File: src/rtl/sipo_pkg.sv
// Shared types and constants for the sipo_deser serial-to-parallel deserializer.
// Optional feature macro: SIPO_DESER_PARITY_EN (adds one even-parity bit per frame).
package sipo_pkg;

  typedef enum logic {
    EMPTY = 1'b0,
    FULL  = 1'b1
  } buf_state_e;

`ifdef SIPO_DESER_PARITY_EN
  localparam int unsigned PARITY_BITS = 1;
`else
  localparam int unsigned PARITY_BITS = 0;
`endif

endpackage

File: src/rtl/sipo_shift_core.sv
// Shift register and bit counter: collects one frame LSB-first and pulses frame_done
// on the cycle after the last bit is captured. Macro SIPO_DESER_PARITY_EN adds par_bit.
module sipo_shift_core
  import sipo_pkg::*;
#(
  parameter int WIDTH = 4
) (
  input  logic             clk,
  input  logic             areset,
  input  logic             clr,
  input  logic             ena,
  input  logic             sin,
  output logic             frame_done,
  output logic [WIDTH-1:0] word
`ifdef SIPO_DESER_PARITY_EN
  ,
  output logic             par_bit
`endif
);

  localparam int FRAME_LEN = WIDTH + int'(PARITY_BITS);
  localparam int CNT_W     = $clog2(WIDTH + 2);
  localparam logic [CNT_W-1:0] LAST_BIT = CNT_W'(FRAME_LEN - 1);

  logic [FRAME_LEN-1:0] shreg_q, shreg_d;
  logic [CNT_W-1:0]     cnt_q, cnt_d;
  logic                 done_q, done_d;

  always_comb begin
    // NOTE: every always_comb output gets a default first so no path can infer a latch.
    shreg_d = shreg_q;
    cnt_d   = cnt_q;
    done_d  = 1'b0;
    if (clr) begin
      shreg_d = '0;
      cnt_d   = '0;
    end else if (ena) begin
      shreg_d = {sin, shreg_q[FRAME_LEN-1:1]};
      if (cnt_q == LAST_BIT) begin
        cnt_d  = '0;
        done_d = 1'b1;
      end else begin
        cnt_d = cnt_q + CNT_W'(1);
      end
    end
  end

  // NOTE: state registers use non-blocking assignments so all flops update together.
  always_ff @(posedge clk or posedge areset) begin
    if (areset) begin
      shreg_q <= '0;
      cnt_q   <= '0;
      done_q  <= 1'b0;
    end else begin
      shreg_q <= shreg_d;
      cnt_q   <= cnt_d;
      done_q  <= done_d;
    end
  end

  // After the last bit, the first bit received sits at shreg_q[0].
  assign frame_done = done_q;
  assign word       = shreg_q[WIDTH-1:0];
`ifdef SIPO_DESER_PARITY_EN
  assign par_bit    = shreg_q[FRAME_LEN-1];
`endif

endmodule

File: src/rtl/sipo_deser.sv
// Serial-in parallel-out deserializer with a one-word valid/ready output buffer.
// Macro SIPO_DESER_PARITY_EN enables an even-parity bit per frame and parity_err.
module sipo_deser
  import sipo_pkg::*;
#(
  parameter int WIDTH = 4
) (
  input  logic             clk,
  input  logic             areset,
  input  logic             clr,
  input  logic             ena,
  input  logic             sin,
  input  logic             out_ready,
  output logic             out_valid,
  output logic [WIDTH-1:0] q,
  output logic             overrun,
  output logic             parity_err
);

  logic             frame_done;
  logic [WIDTH-1:0] word;
  logic             perr_new;

  buf_state_e       state_q, state_d;
  logic [WIDTH-1:0] q_q, q_d;
  logic             ovr_q, ovr_d;
  logic             perr_q, perr_d;

`ifdef SIPO_DESER_PARITY_EN
  logic par_bit;

  sipo_shift_core #(.WIDTH(WIDTH)) u_core (
    .clk        (clk),
    .areset     (areset),
    .clr        (clr),
    .ena        (ena),
    .sin        (sin),
    .frame_done (frame_done),
    .word       (word),
    .par_bit    (par_bit)
  );

  // Even parity: data bits plus parity bit must XOR to zero.
  assign perr_new = (^word) ^ par_bit;
`else
  sipo_shift_core #(.WIDTH(WIDTH)) u_core (
    .clk        (clk),
    .areset     (areset),
    .clr        (clr),
    .ena        (ena),
    .sin        (sin),
    .frame_done (frame_done),
    .word       (word)
  );

  assign perr_new = 1'b0;
`endif

  always_comb begin
    state_d = state_q;
    q_d     = q_q;
    ovr_d   = ovr_q;
    perr_d  = perr_q;
    if (clr) begin
      state_d = EMPTY;
      ovr_d   = 1'b0;
      perr_d  = 1'b0;
    end else begin
      case (state_q)
        EMPTY: begin
          if (frame_done) begin
            state_d = FULL;
            q_d     = word;
            perr_d  = perr_new;
          end
        end
        FULL: begin
          if (frame_done) begin
            // A same-cycle handshake frees the slot; otherwise the new word is lost.
            if (out_ready) begin
              q_d    = word;
              perr_d = perr_new;
            end else begin
              ovr_d = 1'b1;
            end
          end else if (out_ready) begin
            state_d = EMPTY;
          end
        end
        default: state_d = EMPTY;
      endcase
    end
  end

  always_ff @(posedge clk or posedge areset) begin
    if (areset) begin
      state_q <= EMPTY;
      q_q     <= '0;
      ovr_q   <= 1'b0;
      perr_q  <= 1'b0;
    end else begin
      state_q <= state_d;
      q_q     <= q_d;
      ovr_q   <= ovr_d;
      perr_q  <= perr_d;
    end
  end

  assign out_valid  = (state_q == FULL);
  assign q          = q_q;
  assign overrun    = ovr_q;
  assign parity_err = perr_q & out_valid;

endmodule

File: config.mk
export PLATFORM = sky130hd
export DESIGN_NAME = sipo_deser
export DESIGN_NICKNAME = d
export VERILOG_FILES = /design/src/rtl/sipo_pkg.sv /design/src/rtl/sipo_shift_core.sv /design/src/rtl/sipo_deser.sv
export SDC_FILE = /design/constraint.sdc
export NUM_CORES = 1
export LEC_CHECK = 0
export ABC_AREA = 0
export BUFFER_PORTS_ARGS = -buffer_cell sky130_fd_sc_hd__buf_2
export CAP_MARGIN = 20
export CORE_AREA = 5 5 42 44
export CTS_CLUSTER_SIZE = 25
export DETAILED_ROUTE_END_ITERATION = 8
export DIE_AREA = 0 0 47 49
export PLACE_DENSITY = 0.79
export SLEW_MARGIN = 40
export SYNTH_ARGS = -nofsm -noshare
export SYNTH_HDL_FRONTEND = slang
export SYNTH_SLANG_ARGS = --single-unit
File: constraint.sdc
create_clock -name clk -period 1.8 [get_ports clk]
set_input_delay 0.36 -clock clk [delete_from_list [all_inputs] [get_ports clk]]
set_output_delay 0.36 -clock clk [all_outputs]
set_load 0.1 [all_outputs]
==> flow_summary_export.csv <==
group,metric,value,unit
timing,fin_worst_skew,0.000906,ns
setup_path,r2r_slack,0.43,ns
power,power_frac_clock,32.0,%
floorplanning,fp.dieH,49,um
route,vias,373,
synth,synth_cell_type_count,18,
synth,yosysSeqAreaShare,58.3,%
power,powerDensity,812,nW/um2
route,wl_met3,63,um
global_route,antenna_found_initial,0,
power,power_frac_comb,9.6,%
placed_design,place_area,662,um2
flow_run,drv_cap,0,
clock_network,cts_setup_buffers,0,
timing,hold_viol,0,
setup_path,cp_slowest_stage_delay,0.44,ns
synth,synthArstFlopShare,100,%
clock_network,cts_tree,"yes",
timing,fmax,0.693,GHz
timing,maxSlewViolCount,0,
global_route,gr-total-overflow,0,
route,vias_per_cell,4.91,
route,wl_met2,436,um
setup_path,rr_worst_depth,3,
final_layout,fillers,132,
setup_path,cp-end-kind,"output pin",
synth,synth_fp_nets,55,
clock_network,ctsResizeCount,0,
timing,min_period_over_period,80.2,%
setup_path,r2r_end,"q[3]",
synth,syn_inst,48,
final_layout,stdcell_area,688,um2
synth,synth.top_cell.area_share,58.3,%
setup_path,start_kind,"flip-flop",
floorplanning,rows,14,
min_path,hold_class,"input pin to async pin",
route,dr.pass1.iters,4,
floorplanning,die_w,47,um
synth,syn_area,601,um2
clock_network,cts.sinks,14,
timing,rsz0062_at_grt,"no",
route,wirelength,958,um
synth,synth_area_leaders,"dfrtp_1 (58%), mux2_4 (10%), mux2i_1 (6.7%)",
setup_path,worstSetupPathType,"flip-flop to output pin",
timing,finalSetupTns,0,ns
setup_path,worstPathCellList,"buf_2",
synth,synth_edf_count,0,
clock_network,cts.reportedPaths.clkPinSlew,0.08,ns
setup_path,crit_path_max_fanout,2,
clock_network,hold_buffers,0,
floorplanning,ios,13,
final_layout,diodes,0,
placed_design,place_congestion,0.698,
final_layout,nets,68,
route,initialDrtViolationCount,6,
timing,tightest_slew,0.520,ns
final_layout,drive_above_1_share,35.0,%
synth,ys_warn_count,0,
global_route,grt_first_pass_wirelength,1570,um
setup_path,crit_arrival,1.08,ns
route,drt_drc_violations_left,0,
synth,synth.most_common_cell,"dfrtp_1",
placed_design,dp_hpwl,724,um
setup_path,critPathSlowestCell,"buf_2",
setup_path,rr_startpoint,"out_valid",
clock_network,h-tree-depth,1,
final_layout,finish.utilization,49.1,%
timing,setup_viol,0,
power,ir_drop,399,uV
synth,synth_commonest_cells,"dfrtp_1 (14), nor2_1 (7), mux2_4 (4), mux2i_1 (4)",
timing,relSlewSlack,65.3,%
synth,syn_avg_cell_area,12.5,um2
run_status,status,"finished, final reports clean",
power,sw_frac_of_total,24.5,%
power,p_seq_share,58.4,%
global_route,grtUsageTotal,10.1,%
power,power_switching,137,uW
route,highest_layer,"met3",
route,wl_met1,458,um
power,p_int,422,uW
floorplanning,initial_core_util,42.9,%
timing,layout_min_cycle_time,1.44,ns
global_route,grt_max_degree,15,
synth,synth_flop_cell,"dfrtp_1",
global_route,grt_pass1_vias,336,
clock_network,root_buffer,"clkbuf_4",
route,avgRoutedWirePerCell,12.6,um
setup_path,required,1.44,ns
placed_design,port_buffers,11,
final_layout,syn_to_final_growth,14.6,%
setup_path,crit_family,"buffers and inverters",
clock_network,cts_max_path_buffers,2,
clock_network,cts_inserted_buffers,3,
power,p_leak,0.000377,uW
clock_network,clock_latency,0.27,ns
route,antenna_left,0,
setup_path,path_buf_inv,1,
floorplanning,dieArea,2300,um2
synth,postSynthRegisterBits,14,
synth,yosys.area.top_type,"dfrtp_1",
floorplanning,coreArea,1400,um2
## metrics by stage
stage / total power [uW] / worst slack, ns / std cells / hold slack [ns]
6_report: 559 / 0.357 / 76 / 0.109
5_1_grt: 592 / 0.314 / 76 / 0.136
4_1_cts: 566 / 0.347 / 76 / 0.121
3_5_place_dp: 387 / 0.371 / 72 / 0.415
3_3_place_gp: 384 / 0.396 / 72 / 0.409
2_1_floorplan: 375 / 0.174 / 48 / 0.249
## layout make-up
type / count / area, um2 / share of cell area (%)
repair buffers: 11 / 55.1 / 8.00
flip-flops and latches: 14 / 352 / 51.1
clock buffers: 4 / 26.3 / 3.82
inverters: 1 / 3.75 / 0.545
multi-input cells: 30 / 231 / 33.6
well taps: 16 / 20.0 / 2.91
## how the worst max path moves through the flow
stage | start | cells past startpoint | slack (ns) | end
after floorplan | out_valid | 3 | 0.17 | q[0]
after global placement | clr | 3 | 0.40 | q[2]
after detailed placement | clr | 3 | 0.37 | q[3]
after CTS | q[3] | 1 | 0.35 | q[3]
after global routing | q[3] | 1 | 0.31 | q[3]
final | q[3] | 1 | 0.36 | q[3]
## cell families (layout without fill, tap and decap cells)
family	after synthesis	in the layout	synth area share (%)
muxes	8	8	16.7
AOI/OAI and AO/OA	3	3	2.50
adders and majority gates	1	1	2.08
other	1	1	0.624
and+or+nand+nor	17	17	16.7
buffers and inverters	4	16	3.13
DFF	14	14	58.3
## per-layer routing
| metal | vias to the layer above | GRT usage (%) |
|---|---|---|
| li1 | 181 | - |
| met3 | 0 | 4.43 |
| met4 | 0 | 5.53 |
| met1 | 180 | 14.1 |
| met2 | 12 | 12.7 |
| met5 | - | 0 |
## worst reg2reg max path, stage by stage (launching register included)
cell and delay [ns]:
dfrtp_2 0.40, nor2b_4 0.13, or3b_4 0.41, mux2_4 0.32
## cell usage in the layout, fill, tap and decap left out, drive strengths merged, types with 3 or more instances in the layout
| cell | Yosys | layout |
|---|---|---|
| mux2 | 4 | 4 |
| nand2b | 3 | 3 |
| a21oi | 3 | 3 |
| nor2 | 7 | 7 |
| buf | 1 | 11 |
| mux2i | 4 | 4 |
| dfrtp | 14 | 14 |
| clkbuf | 2 | 4 |
## power groups by stage
| stage | Clock (uW) | Combinational [uW] | Sequential [uW] |
|---|---|---|---|
| 2_1_floorplan | 0 | 35.7 | 340 |
| 3_3_place_gp | 0 | 52.5 | 332 |
| 3_5_place_dp | 0 | 54.1 | 332 |
| 4_1_cts | 185 | 54.3 | 326 |
| 5_1_grt | 207 | 57.8 | 327 |
| 6_report | 179 | 53.9 | 326 |
## state kept, by name, indices dropped and copies added (netlist names)
register	count
u_core.cnt_q	3
u_core.word	4
q	4
u_core.frame_done	1
out_valid	1
overrun	1
Power figures use the tool's default switching activity.
